<file path="src/rtl/encoder_pkg.sv">
// Shared types and helpers for the n-bit sequential encoder.
// The optional round-robin priority is enabled by defining ENCODER_ROTATE_PRIO_EN.
package encoder_pkg;

    typedef enum logic {
        IDLE = 1'b0,
        HOLD = 1'b1
    } enc_state_e;

    localparam int DEFAULT_N = 3;
    localparam int MAX_N     = 8;
    localparam int MAX_W     = 2**MAX_N;

    // Width of the request vector for an index width of n.
    function automatic int req_width(input int n);
        return 2**n;
    endfunction

    // One-hot vector for idx, sized for the largest supported N; callers keep the low W bits.
    function automatic logic [MAX_W-1:0] onehot_of(input logic [MAX_N-1:0] idx);
        logic [MAX_W-1:0] oh;
        oh      = '0;
        oh[idx] = 1'b1;
        return oh;
    endfunction

endpackage

</file>
<file path="src/rtl/encoder_nbit_seq_prio.sv">
// Combinational priority finder: searches downward from start_i, wrapping from 0 to 2**N-1.
module prio_find_nbit
    import encoder_pkg::*;
#(
    parameter int N = DEFAULT_N
) (
    input  logic [2**N-1:0] vec_i,
    input  logic [N-1:0]    start_i,
    output logic            found_o,
    output logic [N-1:0]    idx_o
);

    localparam int W = req_width(N);

    // cand[k] is the bit k steps below start_i, so the lowest set k is the winner.
    logic [W-1:0] cand;
    logic [N-1:0] off;

    generate
        for (genvar gi = 0; gi < W; gi++) begin : g_rot
            assign cand[gi] = vec_i[start_i - N'(gi)];
        end
    endgenerate

    always_comb begin
        found_o = 1'b0;
        off     = '0;
        for (int k = W - 1; k >= 0; k--) begin
            if (cand[k]) begin
                found_o = 1'b1;
                off     = N'(k);
            end
        end
        idx_o = start_i - off;
    end

endmodule

</file>
<file path="src/rtl/encoder_nbit_seq.sv">
// Latches multi-hot request pulses and emits their indices one per valid/ready transfer.
// Define ENCODER_ROTATE_PRIO_EN for round-robin priority; default is fixed highest-index-first.
module encoder_nbit_seq
    import encoder_pkg::*;
#(
    parameter int N = DEFAULT_N
) (
    input  logic            clk,
    input  logic            reset,
    input  logic            enable,
    input  logic [2**N-1:0] req,
    output logic [N-1:0]    y,
    output logic            valid,
    input  logic            ready,
    output logic [2**N-1:0] pending,
    output logic            overflow
);

    localparam int W = req_width(N);

    enc_state_e   state_q, state_d;
    logic [W-1:0] pending_q, pending_d;
    logic [N-1:0] y_q, y_d;
    logic         valid_q, valid_d;
    logic         overflow_q, overflow_d;

    logic [W-1:0]     set_mask;
    logic [W-1:0]     grant_mask;
    logic [MAX_W-1:0] oh_wide;
    logic             grant;
    logic             found;
    logic [N-1:0]     win;
    logic [N-1:0]     search_start;

`ifdef ENCODER_ROTATE_PRIO_EN
    logic [N-1:0] last_idx_q, last_idx_d;
    logic         armed_q, armed_d;

    // Until the first grant the search starts at the top, so the first order matches the fixed build.
    assign search_start = armed_q ? (last_idx_q - N'(1)) : N'(W - 1);
    assign last_idx_d   = grant ? win : last_idx_q;
    assign armed_d      = armed_q | grant;

    always_ff @(posedge clk) begin
        if (reset) begin
            last_idx_q <= N'(W - 1);
            armed_q    <= 1'b0;
        end else begin
            last_idx_q <= last_idx_d;
            armed_q    <= armed_d;
        end
    end
`else
    assign search_start = N'(W - 1);
`endif

    prio_find_nbit #(.N(N)) u_prio (
        .vec_i   (pending_q),
        .start_i (search_start),
        .found_o (found),
        .idx_o   (win)
    );

    assign oh_wide = onehot_of(MAX_N'(win));

    generate
        if (W < MAX_W) begin : g_oh_hi
            logic unused_oh_hi;
            assign unused_oh_hi = |oh_wide[MAX_W-1:W];
        end
    endgenerate

    always_comb begin
        state_d = state_q;
        y_d     = y_q;
        valid_d = valid_q;
        grant   = 1'b0;
        case (state_q)
            IDLE: begin
                if (found) begin
                    grant   = 1'b1;
                    y_d     = win;
                    valid_d = 1'b1;
                    state_d = HOLD;
                end
            end
            HOLD: begin
                if (ready) begin
                    if (found) begin
                        grant = 1'b1;
                        y_d   = win;
                    end else begin
                        valid_d = 1'b0;
                        state_d = IDLE;
                    end
                end
            end
            default: state_d = IDLE;
        endcase

        // A bit granted and requested in the same cycle stays pending as a new event.
        grant_mask = grant ? oh_wide[W-1:0] : '0;
        set_mask   = enable ? req : '0;
        pending_d  = (pending_q & ~grant_mask) | set_mask;
        overflow_d = overflow_q | (|(set_mask & pending_q & ~grant_mask));
    end

    always_ff @(posedge clk) begin
        if (reset) begin
            state_q    <= IDLE;
            pending_q  <= '0;
            y_q        <= '0;
            valid_q    <= 1'b0;
            overflow_q <= 1'b0;
        end else begin
            state_q    <= state_d;
            pending_q  <= pending_d;
            y_q        <= y_d;
            valid_q    <= valid_d;
            overflow_q <= overflow_d;
        end
    end

    assign y        = y_q;
    assign valid    = valid_q;
    assign pending  = pending_q;
    assign overflow = overflow_q;

endmodule
</file>
<file path="config.mk">
export PLATFORM = sky130hd
export DESIGN_NAME = encoder_nbit_seq
export DESIGN_NICKNAME = d
export VERILOG_FILES = /design/src/rtl/encoder_pkg.sv /design/src/rtl/encoder_nbit_seq_prio.sv /design/src/rtl/encoder_nbit_seq.sv
export SDC_FILE = /design/constraint.sdc
export NUM_CORES = 1
export LEC_CHECK = 0
export CORE_UTILIZATION = 46
export DETAILED_ROUTE_END_ITERATION = 6
export PLACE_DENSITY = 0.82
export SKIP_LAST_GASP = 1
export SLEW_MARGIN = 20
export SYNTH_ARGS = -nofsm -noshare
export SYNTH_HDL_FRONTEND = slang
export SYNTH_SLANG_ARGS = --single-unit
</file>
<file path="constraint.sdc">
create_clock -name clk -period 2.76 [get_ports clk]
set_input_delay 0.552 -clock clk [delete_from_list [all_inputs] [get_ports clk]]
set_output_delay 0.552 -clock clk [all_outputs]
set_load 0.01 [all_outputs]
</file>
### Word-level counts from Yosys, hierarchy flattened

Index checks and enable logic that the tools add are counted.
Widths: inputs -> output; s select.

* logic and storage cells: 53
* output and inout bits: 13
* flip-flop bits (word level): 14
* input bits: 12

* eq/ne operators: 3
* $lt $le $gt $ge: 2
* muxes and demuxes: 32
* reductions and logical operators: 3
* add/sub/neg operators: 1
* bitwise gates (word level): 7

Operator list (count)
* $mux 3: 10
* $and 8x8->8: 3
* $mux 8: 2
* $mux 1: 15
* $lt 3x9->1 const B: 1
* $not 8->8: 1
* $or 8x8->8: 1
* $reduce_or 8->1: 1
* $ne 2x2->1 const B: 3
* $pmux 1 s2: 3
* $pmux 3 s2: 1
* $demux 1 s3: 1
* $ge 3x1->1 const B: 1
* $reduce_and 3->1: 1
* $sub 3x3->3 const A: 1
* $logic_and 1x1->1: 1
* $not 1->1: 1
* $or 1x1->1: 1

### Longest topological paths before layout

Gate-level depths: netlist of run 1.

* depth after elaboration: 18
* mapped depth: 6
* depth with buffers taken out: 5

### Hierarchy

A second synthesis of run 1 with hierarchy kept.

* cell total of the unflattened synthesis: 144
* area, all modules: 1292.5 um^2

By module, submodules not included
* prio_find_nbit: cells an instance 70, times used 1, sequential area each 0.0 um^2, area an instance 654.4 um^2
* encoder_nbit_seq: cells an instance 74, times used 1, sequential area each 280.3 um^2, area an instance 638.1 um^2

### Least setup slack after synthesis of run 1

No wires, ideal clock.

* path type: reg2reg
* start: reg pending_q[7] (netlist: pending[7])
* end: reg overflow_q (netlist: overflow)
* setup time: 0.140 ns
* data arrival time: 1.540 ns
* buffers on the path: 1
* setup slack: 1.080 ns
* period minus slack after synthesis: 1.680 ns
* required time: 2.620 ns
* cell stages (with the launch flop): 7
* cell sequence: dfxtp_1 -> buf_6 -> nor4_4 -> and3_1 -> a21bo_1 -> a311oi_1 -> o221ai_1

* cells in the longest elaborated chain, start to end: 11
* elaborated cells on any way between the ends: 17
* those cells by class: add/sub (1); order compare (2); mux (8); bitwise (4); reduce/logical (2)

RTL lines
* start: declaration: line encoder_nbit_seq.sv:22 `logic [W-1:0] pending_q, pending_d;`
* start signal: assignment: line encoder_nbit_seq.sv:117 `pending_q <= pending_d;`
* $mux 3: line encoder_nbit_seq_prio.sv:29 `if (cand[k]) begin`
* $sub 3x3->3: line encoder_nbit_seq_prio.sv:34 `idx_o = start_i - off;`
* $lt 3x9->1 (not written as such) or $ge 3x1->1 (tied branches): line encoder_pkg.sv:23 `oh[idx] = 1'b1;`
* $logic_and 1x1->1 (not written as such): line encoder_pkg.sv:23
* $mux 1 (not written as such): line encoder_pkg.sv:23
* $demux 1 s3: line encoder_pkg.sv:23
* $mux 8: line encoder_nbit_seq.sv:102 `grant_mask = grant ? oh_wide[W-1:0] : '0;`
* $not 8->8: line encoder_nbit_seq.sv:105 `overflow_d = overflow_q | (|(set_mask & pending_q & ~grant_mask));`
* $and 8x8->8 (*): line encoder_nbit_seq.sv:105
* $reduce_or 8->1 (*): line encoder_nbit_seq.sv:105
* $or 1x1->1 (*): line encoder_nbit_seq.sv:105
* end signal: assignment: line encoder_nbit_seq.sv:120 `overflow_q <= overflow_d;`
* end: declaration: line encoder_nbit_seq.sv:25 `logic overflow_q, overflow_d;`

Mark *: on every way between the ends. The rest lies on a longest branch, timed or not.
A chain may end at the register's enable or synchronous reset.

### Final worst setup path of run 1

* start: in ready
* end: reg overflow_q (netlist: overflow)

* cells in the longest elaborated chain, start to end: 7

RTL lines
* start: declaration: line encoder_nbit_seq.sv:14 `input logic ready,`
* $mux 1: line encoder_nbit_seq.sv:88 `if (ready) begin`
* $pmux 1 s2: line encoder_nbit_seq.sv:78 `case (state_q)`
* $mux 8: line encoder_nbit_seq.sv:102
* $not 8->8: line encoder_nbit_seq.sv:105
* $and 8x8->8: line encoder_nbit_seq.sv:105
* $reduce_or 8->1: line encoder_nbit_seq.sv:105
* $or 1x1->1: line encoder_nbit_seq.sv:105

Every way passes these cells.

==> impl_results.md, run 1 <==
- Req. time, crit path: 2.90 ns
- Worst ir drop on vdd: 0.293 mV
- Syn nets: 97
- Max clock buf depth: 2
- Largest net degree at the start of global routing: 17
- ANT cells: 0
- Power Density: around 500 nW/um2
- CTS root buf: clkbuf_4
- Synth unique cells: 29
- Leakage power total: approximately 0.36 nW
- Post-route cell area: 960 um2
- Least-Margin Pin Slew: 0.537 ns
- CP max-delay cell: clkdlybuf4s50_1
- Non-filler cells, final: 124
- Initial antenna violation count: 0
- Fill count: between 100 and 150
- I/O Buffers: 24
- CP endpoint kind: register
- Setup-failing EPs final: 0
- Clock-pin slew on the worst setup and hold paths: about 0.080 ns
- Grt total ovfl: 0
- Met1 global-route usage: 0.308
- Area of the die: 1670 um2
- Worst slew margin: 0.641
- CTS H-tree depth: 1
- Post-DRT Antenna Nets: 0
- Max Slew Vio Count: 0
- TritonCTS Sinks: 14
- Worst skew pair latency: approximately 0.27 ns
- Vias in the first global route: 566
- CP bufs+invs: 1
- Netlist Area Pre-Place: 697 um2
- Yosys reg bits: 14
- Crit Path Max Fanout: 5
- DR iter-0 viols: 19
- Layout cell share with drive strength beyond 1: 0.0734
- Clk_skew: 0.00265 ns
- Cts hold-fix bufs: 0
- First-pass DRT Iterations: 4
- Placed inst area: 937 um2
- Worst EP arrival: 2.14 ns
- Synth area leader: dfxtp_1
- First-pass GRT wire length: 2400 um
- Die H: just over 40 um
- Fmax: approximately 500 MHz
- Syn Inst Count: 85
- Post-Route WL: 1510 um
- Row cnt: 13
- Routed len/inst: 12.2 um
- Setup bufs post-CTS: 0
- RePlAce Congestion: 0.802
- Most used routing layer: met1
- Startpoint types: primary input
- Synth top area share: 0.402
- Top Ports: 25
- Met3 Use GR: 0.0543
- CORE AREA: 1350 um2
- CTS buffer count: 3
- Worst-path cell chain: clkdlybuf4s50_1 -> nand2b_1 -> and3_1 -> a21bo_1 -> a311oi_1 -> o221ai_1
- Placed instance count: 121
- Avg Cell Area, Syn: 8.20 um2
- Synthesis Warnings: 0
- Commonest non-fill, non-tap cells in the layout: 24 x clkdlybuf4s50_1, 14 x dfxtp_1, 11 x nand2_1, 8 x a21oi_1, 8 x nor2_1
- Status: finished, final reports clean
- Final Hold Violating Endpoints: 0
- Detailed Place HPWL: 1110 um
- GRT Util Overall: 0.219
- GRT met2 Usage: 0.301
- Tightest Hold Check Type: register to register
- RSZ-0062 raised after global routing: false
- DRC: 0
- Post-cts resize count: 0
- Seq/Total Area, Yosys: 0.402
- Slowest cell delay on critical path: 0.49 ns
- Crit Path Category: primary input to register
- Minimum clock period after layout: 2.00 ns
- Nets: 123
- Final period utilization: 0.724
- Area growth, synth to finish: 37.7%
- DIE WIDTH: 40.9 um
- CP delay by family, top: compound AO/OA/AOI/OAI gates
- Setup TNS: 0 ns
- Largest cells by area after synthesis: dfxtp_1 40%, nand2_1 5.9%, a21oi_1 5.7%
- Vias: about 700
- Most common cell after layout, fill and taps aside: clkdlybuf4s50_1
- Initial Util: 0.516
- Max cap viols: 0
- Via density: roughly 5.6
- CTS tree: built
-- power breakdown --
group | leakage (nW) | internal [W] | switching [W]
Clock | 0.0138 | 0.0000504 | 0.0000599
Combinational | 0.230 | 0.0000794 | 0.0000604
Sequential | 0.116 | 0.000222 | 0.0000202
-- synth_stat cells --
master	number
dfxtp_1	14
o21ai_0	6
o41ai_1	2
nand2_1	11
nor2_1	8
and3_1	2
nor3_1	2
a31o_2	1
nor4_1	1
nand3_1	1
and2_2	1
clkbuf_1	2
a41oi_1	1
o22ai_1	1
o21bai_1	1
o21a_1	1
nor2b_1	4
inv_1	2
a21oi_1	8
o221ai_1	1
nand2b_1	3
buf_6	1
a31oi_1	1
a311oi_1	2
or2_2	2
nor4_4	1
a22oi_1	3
a2111oi_0	1
a21bo_1	1
-- metal layers --
metal | wire (um) | vias to the layer above
met2 | 676 | 27
met1 | 751 | 305
met4 | 14 | 0
met5 | 0 | -
met3 | 72 | 2
li1 | - | 364
-- path summary, 6_finish.rpt --
path                                             to  depth (start not counted)             startpoint  slack [ns]
worst max register to register  overflow$_SDFF_PP0_                          5  pending[7]$_SDFF_PP0_        0.97
worst min register to register    y[0]$_SDFFE_PP0P_                          2      y[0]$_SDFFE_PP0P_        0.46
worst max-delay path            overflow$_SDFF_PP0_                          6                  ready        0.76
worst min-delay path              y[0]$_SDFFE_PP0P_                          2      y[0]$_SDFFE_PP0P_        0.46
-- flip-flops by register name, indices dropped and copies added (netlist names) --
name,count
y,3
pending,8
state_q,1
overflow,1
valid,1
-- logic make-up (layout without fill, tap and decap cells) --
family | Yosys count | count (layout) | share of synthesized area
AOI/OAI and AO/OA | 30 | 30 | 0.287
buffers and inverters | 5 | 29 | 0.0377
DFF | 14 | 14 | 0.402
and+or+nand+nor | 36 | 36 | 0.273
-- tightest hold or removal path, stage by stage, from the launching register on --
cell     delay, ns
dfxtp_1       0.32
nand2_1       0.05
a21oi_1       0.05
-- per-stage QoR --
| stage | setup slack [ns] | util | power (W) | hold slack (ns) |
|---|---|---|---|---|
| after detailed placement | 0.498 | 0.694 | 0.000386 | 0.451 |
| after global placement | 0.542 | 0.694 | 0.000385 | 0.448 |
| after CTS | 0.790 | 0.711 | 0.000498 | 0.462 |
| after global routing | 0.676 | 0.711 | 0.000523 | 0.496 |
| after floorplan | 1.08 | - | 0.000321 | 0.458 |
| final | 0.763 | 0.711 | 0.000492 | 0.457 |
-- area by class of cell --
cell class,instances,area [um2],share of cell area
Inverter,2,7.51,0.00782
Tap cell,15,18.8,0.0196
Timing Repair Buffer,24,240,0.250
Clock buffer,3,22.5,0.0235
Multi-Input combinational cell,66,390,0.407
Sequential cell,14,280,0.292
(Power assumes the default switching activity.)
==> run 2, diff against run 1 <==
Settings changed: CORE_UTILIZATION 46 to 42, PLACE_DENSITY 0.82 to 0.76.
Clock period 2.76 ns to 2 ns, I/O delays scaled along.
==> run 2 against run 1 <==
Critical path type is now register to register; non-clock buffer count is 6 higher; count of clock-buffer cells in the layout grew 1; via count up 5.6%; combinational power up 50%; global-route usage fell by 0.50 points; die area is 9.0% higher; wire length grew 15%; worst setup slack worse by 0.61 ns; clock skew grew 0.0023 ns; clock power grew 79%; sequential share of layout area shrank 1.7 points; final cell count is 6.5% higher.
==> impl_results.md, run 2 (synthesis results as in run 1) <==
- Status: finished, final reports clean (unchanged)
- Final Hold Violating Endpoints: 0 (unchanged)
- Post-route cell area: 1020 um2 (was 960 um2)
- Worst EP arrival: 1.97 ns (was 2.14 ns)
- Top Ports: 25 (unchanged)
- Die H: 42.7 um (was 40.9 um)
- Post-DRT Antenna Nets: 0 (unchanged)
- Area of the die: 1830 um2 (was 1670 um2)
- CORE AREA: 1520 um2 (was 1350 um2)
- Fin util: 0.669 (was 0.711)
- Post-cts resize count: 0 (unchanged)
- Clock share of power: 0.266 (was 0.224)
- Fill count: 132 (was 111)
- First-pass DRT Iterations: 4 (unchanged)
- DR iter-0 viols: 14 (was 19)
- CP endpoint kind: register (unchanged)
- RePlAce Congestion: 0.848 (was 0.802)
- Detailed Place HPWL: 1340 um (was 1110 um)
- Initial Util: 0.457 (was 0.516)
- Layout cell share with drive strength beyond 1: 0.129 (was 0.0734)
- Setup-failing EPs final: 0 (unchanged)
- Startpoint types: register (was primary input)
- Post-Route WL: 1740 um (was 1510 um)
- Grt total ovfl: 0 (unchanged)
- DRC: 0 (unchanged)
- Clock-pin slew on the worst setup and hold paths: 0.09 ns (was 0.08 ns)
- Leakage power total: 0.396 nW (was 0.360 nW)
- Part of the power in registers: 0.451 (was 0.492)
- Initial antenna violation count: 0 (unchanged)
- CP max-delay cell: dfxtp_1 (was clkdlybuf4s50_1)
- CTS tree: built (unchanged)
- WHS: 0.454 ns (was 0.457 ns)
- Clk_skew: 0.00498 ns (was 0.00265 ns)
- Row cnt: 14 (was 13)
- Max cap viols: 0 (unchanged)
- Crit Path Category: register to register (was primary input to register)
- DIE WIDTH: 42.7 um (was 40.9 um)
- CTS H-tree depth: 1 (unchanged)
- Cts hold-fix bufs: 0 (unchanged)
- Fmax: 542 MHz
- First-pass GRT wire length: 2910 um (was 2400 um)
- Sw Ratio: 0.276 (was 0.285)
- Worst skew pair latency: 0.27 ns (about the same)
- ANT cells: 0 (unchanged)
- Final period utilization: 0.922
- Tightest Hold Check Type: register to register (unchanged)
- Cell Int Power: 0.000538 W (was 0.000352 W)
- Setup TNS: 0 ns (unchanged)
- TritonCTS Sinks: 14 (unchanged)
- Crit Path Max Fanout: 10 (was 5)
- Power share of the combinational group: 0.283 (was 0.284)
- Vias: 737 (was 698)
- Most common cell after layout, fill and taps aside: clkdlybuf4s50_1 (unchanged)
- CTS root buf: clkbuf_4 (unchanged)
- Max clock buf depth: 2 (unchanged)
- Power Density: 728 nW/um2 (was 513 nW/um2)
- CTS buffer count: 3 (unchanged)
- Vias in the first global route: 671 (was 566)
- Via density: 5.58 (was 5.63)
- I/O Buffers: 24 (unchanged)
- RSZ-0062 raised after global routing: false (unchanged)
- Largest net degree at the start of global routing: 11 (was 17)
- Worst slew margin: 0.664 (was 0.641)
- Area growth, synth to finish: 46.3% (was 37.7%)
- Worst ir drop on vdd: 0.436 mV (was 0.293 mV)
- Max Slew Vio Count: 0 (unchanged)
- Nets: 129 (was 123)
- Max reg flops: 8 (unchanged)
- Placed inst area: 983 um2 (was 937 um2)
- Routed len/inst: 13.2 um (was 12.2 um)
- Switching pwr: 0.000205 W (was 0.000140 W)
- Least-Margin Pin Slew: 0.497 ns (was 0.537 ns)
- Worst-path cell chain: nor4_4 -> and3_1 -> a21bo_1 -> a311oi_1 -> o221ai_1 (was clkdlybuf4s50_1 -> nand2b_1 -> and3_1 -> a21bo_1 -> a311oi_1 -> o221ai_1)
- Slowest cell delay on critical path: 0.43 ns (was 0.49 ns)
- Pwr Total: 0.000743 W (was 0.000492 W)
- Setup bufs post-CTS: 0 (unchanged)
- GRT Util Overall: 0.214 (was 0.219)
- Minimum clock period after layout: 1.84 ns
- Commonest non-fill, non-tap cells in the layout: 24 x clkdlybuf4s50_1, 14 x dfxtp_1, 11 x nand2_1, 8 x a21oi_1, 8 x nor2_1 (unchanged)
- Req. time, crit path: 2.13 ns (was 2.90 ns)
## run 2: metrics by stage
| step | setup slack (ns) | cells |
|---|---|---|
| 4_1_cts | 0.161 | 132 |
| 2_1_floorplan | 0.320 | 85 |
| 6_report | 0.156 | 132 |
| 3_5_place_dp | -0.0207 | 128 |
| 3_3_place_gp | 0.0110 | 128 |
| 5_1_grt | 0.0525 | 132 |
## run 2: final cells by class
type	count	area, um2	area share
multi-input cells	66	390	0.383
flip-flops and latches	14	280	0.275
well taps	16	20.0	0.0196
repair buffers	30	285	0.280
clock buffers	4	36.3	0.0356
inverters	2	7.51	0.00736
## run 2: worst paths after layout
| path | from | endpoint | slack, ns | depth (start not counted) |
|---|---|---|---|---|
| min | y[0]$_SDFFE_PP0P_ | y[0]$_SDFFE_PP0P_ | 0.45 | 2 |
| min reg2reg | y[0]$_SDFFE_PP0P_ | y[0]$_SDFFE_PP0P_ | 0.45 | 2 |
| max | pending[7]$_SDFF_PP0_ | overflow$_SDFF_PP0_ | 0.16 | 5 |
| max reg2reg | pending[7]$_SDFF_PP0_ | overflow$_SDFF_PP0_ | 0.16 | 5 |
## run 2: worst max-delay path, delay by kind of cell (launching register included)
| family | cells | cell delay, ns |
|---|---|---|
| AOI/OAI and AO/OA | 3 | 0.66 |
| and+or+nand+nor | 2 | 0.61 |
| DFF | 1 | 0.43 |
## run 2: power groups by stage
stage / clock (W) / combinational (W) / sequential [W]
after floorplan: 0 / 0.0000970 / 0.000346
after global placement: 0 / 0.000205 / 0.000340
after detailed placement: 0 / 0.000209 / 0.000341
after CTS: 0.000199 / 0.000210 / 0.000335
after global routing: 0.000220 / 0.000228 / 0.000339
final: 0.000197 / 0.000210 / 0.000335
## run 2: routing by layer
layer	vias to the layer above	global-route usage	routed length, um
met1	338	0.287	845
met3	4	0.0383	67
met2	22	0.333	795
met4	0	0.0938	28
li1	373	-	-
met5	-	0	0
==> run 3, diff against run 2 <==
Settings changed: CTS_CLUSTER_SIZE from default to 25, SETUP_SLACK_MARGIN from default to 0.3.
==> run 3 against run 2 <==
Critical path depth rose by 1; clock power grew 4%; worst setup slack better by 0.12 ns; clock skew is 0.0043 ns higher; global-route usage is 0.80 points higher; via count rose by 5.4%; sequential share of layout area fell by 0.51 points; largest cell class unchanged; largest power group unchanged.
==> impl_results.md, run 3 (synthesis results as in run 1) <==
- Fmax: 581 MHz (was 542 MHz)
- Worst ir drop on vdd: 0.439 mV (was 0.436 mV)
- Clk_skew: 0.00923 ns (was 0.00498 ns)
- Nets: 133 (was 129)
- RePlAce Congestion: 0.848 (unchanged)
- Area growth, synth to finish: 57.1% (was 46.3%)
- Req. time, crit path: 2.14 ns (was 2.13 ns)
- Least-Margin Pin Slew: 0.396 ns (was 0.497 ns)
- Worst-path cell chain: clkdlybuf4s50_1 -> nand2b_4 -> and3_4 -> a21bo_1 -> a311oi_1 -> o221ai_1 (was nor4_4 -> and3_1 -> a21bo_1 -> a311oi_1 -> o221ai_1)
- RSZ-0062 raised after global routing: true (was false)
- ANT cells: 0 (unchanged)
- Post-Route WL: 1870 um (was 1740 um)
- Switching pwr: 0.000222 W (was 0.000205 W)
- DIE WIDTH: 42.7 um (unchanged)
- CP endpoint kind: register (unchanged)
- Startpoint types: primary input (was register)
- Crit Path Category: primary input to register (was register to register)
- Vias in the first global route: 686 (was 671)
- Fin util: 0.718 (was 0.669)
- Top Ports: 25 (unchanged)
- Power Density: 709 nW/um2 (was 728 nW/um2)
- Sw Ratio: 0.285 (was 0.276)
- Dpl ws: -0.0207 ns (unchanged)
- DRC: 0 (unchanged)
- TritonCTS Sinks: 14 (unchanged)
- Clock share of power: 0.262 (was 0.266)
- Leakage power total: 0.448 nW (was 0.396 nW)
- CTS tree: built (unchanged)
- Crit Path Max Fanout: 3 (was 10)
- Worst skew pair latency: 0.28 ns (was 0.27 ns)
- Initial antenna violation count: 0 (unchanged)
- GRT Util Overall: 0.222 (was 0.214)
- Setup-failing EPs final: 0 (unchanged)
- CTS buffer count: 3 (unchanged)
- Vias: 777 (was 737)
- Pwr Total: 0.000776 W (was 0.000743 W)
- Commonest non-fill, non-tap cells in the layout: 23 x clkdlybuf4s50_1, 11 x nand2_1, 10 x buf_4, 8 x a21oi_1, 8 x nor2_1 (was 24 x clkdlybuf4s50_1, 14 x dfxtp_1, 11 x nand2_1, 8 x a21oi_1, 8 x nor2_1)
- I/O Buffers: 24 (unchanged)
- CP max-delay cell: clkdlybuf4s50_1 (was dfxtp_1)
- Largest net degree at the start of global routing: 11 (unchanged)
- Max reg flops: 8 (unchanged)
- Worst slew margin: 0.729 (was 0.664)
- Via density: 5.71 (was 5.58)
- Area of the die: 1830 um2 (unchanged)
- Post-DRT Antenna Nets: 0 (unchanged)
- Post-route cell area: 1090 um2 (was 1020 um2)
- Fill count: 126 (was 132)
- Status: finished, final reports clean (unchanged)
- Final Hold Violating Endpoints: 0 (unchanged)
- Max cap viols: 0 (unchanged)
- Power share of the combinational group: 0.304 (was 0.283)
- Tightest Hold Check Type: register to register (unchanged)
- CTS root buf: clkbuf_4 (unchanged)
- First-pass GRT wire length: 3020 um (was 2910 um)
- Detailed Place HPWL: 1340 um (unchanged)
- Die H: 42.7 um (unchanged)
- Cts hold-fix bufs: 0 (unchanged)
- Max Slew Vio Count: 0 (unchanged)
- Setup TNS: 0 ns (unchanged)
- Worst EP arrival: 1.86 ns (was 1.97 ns)
- CTS H-tree depth: 1 (unchanged)
- Row cnt: 14 (unchanged)
- Routed len/inst: 13.7 um (was 13.2 um)
- First-pass DRT Iterations: 4 (unchanged)
- CORE AREA: 1520 um2 (unchanged)
- Final worst-path setup slack: 0.279 ns (was 0.156 ns)
- Max clock buf depth: 2 (unchanged)
- Most common cell after layout, fill and taps aside: clkdlybuf4s50_1 (unchanged)
- Initial Util: 0.457 (unchanged)
- Grt total ovfl: 0 (unchanged)
- Layout cell share with drive strength beyond 1: 0.258 (was 0.129)
- Clock-pin slew on the worst setup and hold paths: 0.08 ns (was 0.09 ns)
- Final period utilization: 0.861 (was 0.922)
- Part of the power in registers: 0.434 (was 0.451)
- Slowest cell delay on critical path: 0.51 ns (was 0.43 ns)
- Minimum clock period after layout: 1.72 ns (was 1.84 ns)
- Placed inst area: 983 um2 (unchanged)
- Cell Int Power: 0.000555 W (was 0.000538 W)
- DR iter-0 viols: 27 (was 14)
==> run 3: cell types whose count changed in the layout (fill, tap and decap cells not counted), sizes merged <==
cell           delta
buf               +4
clkdlybuf4s50     -1
dlymetal6s2s      +1
==> run 3: power by group through the flow <==
stage / combinational (W) / sequential (W) / clock (W)
2_1_floorplan: 0.0000970 / 0.000346 / 0
3_3_place_gp: 0.000205 / 0.000340 / 0
3_5_place_dp: 0.000209 / 0.000341 / 0
4_1_cts: 0.000225 / 0.000338 / 0.000199
5_1_grt: 0.000253 / 0.000342 / 0.000223
6_report: 0.000236 / 0.000337 / 0.000204
==> run 3: area by class of cell <==
type | instances | area, um2 | area share
tap | 16 | 20.0 | 0.0183
sequential | 14 | 295 | 0.270
multi-input combinational | 66 | 418 | 0.382
timing repair buffer | 34 | 318 | 0.290
clock buffer | 4 | 36.3 | 0.0331
inverter | 2 | 7.51 | 0.00686
==> run 3: stage by stage <==
step | hold slack, ns | instances
final | 0.461 | 136
after detailed placement | 0.449 | 128
after global placement | 0.441 | 128
after global routing | 0.496 | 136
after CTS | 0.460 | 134
after floorplan | 0.458 | 85
==> run 3: timing repair <==
item                                    CTS  global route
setup buffers                             2             2
pin swaps                                 3             1
gates resized for setup                   7             9
endpoints found under the setup margin    6            10
==> run 3: final timing paths <==
check                              from                   to  cells past startpoint  slack (ns)
setup reg to reg  pending[6]$_SDFF_PP0_  overflow$_SDFF_PP0_                      5        0.28
hold / removal        y[0]$_SDFFE_PP0P_    y[0]$_SDFFE_PP0P_                      2        0.46
setup / recovery                  ready  overflow$_SDFF_PP0_                      6        0.28
hold reg to reg       y[0]$_SDFFE_PP0P_    y[0]$_SDFFE_PP0P_                      2        0.46
==> run 3: per-layer routing <==
metal	share of wire	global-route usage
met5	0	0
met4	0.016	0.0938
met3	0.053	0.0383
met2	0.47	0.352
met1	0.47	0.295
==> run 3: critical path, delay by kind of cell <==
kind	cells	cell delay (ns)
buffers and inverters	1	0.51
AO/OA/AOI/OAI	3	0.62
AND/OR/NAND/NOR	2	0.34
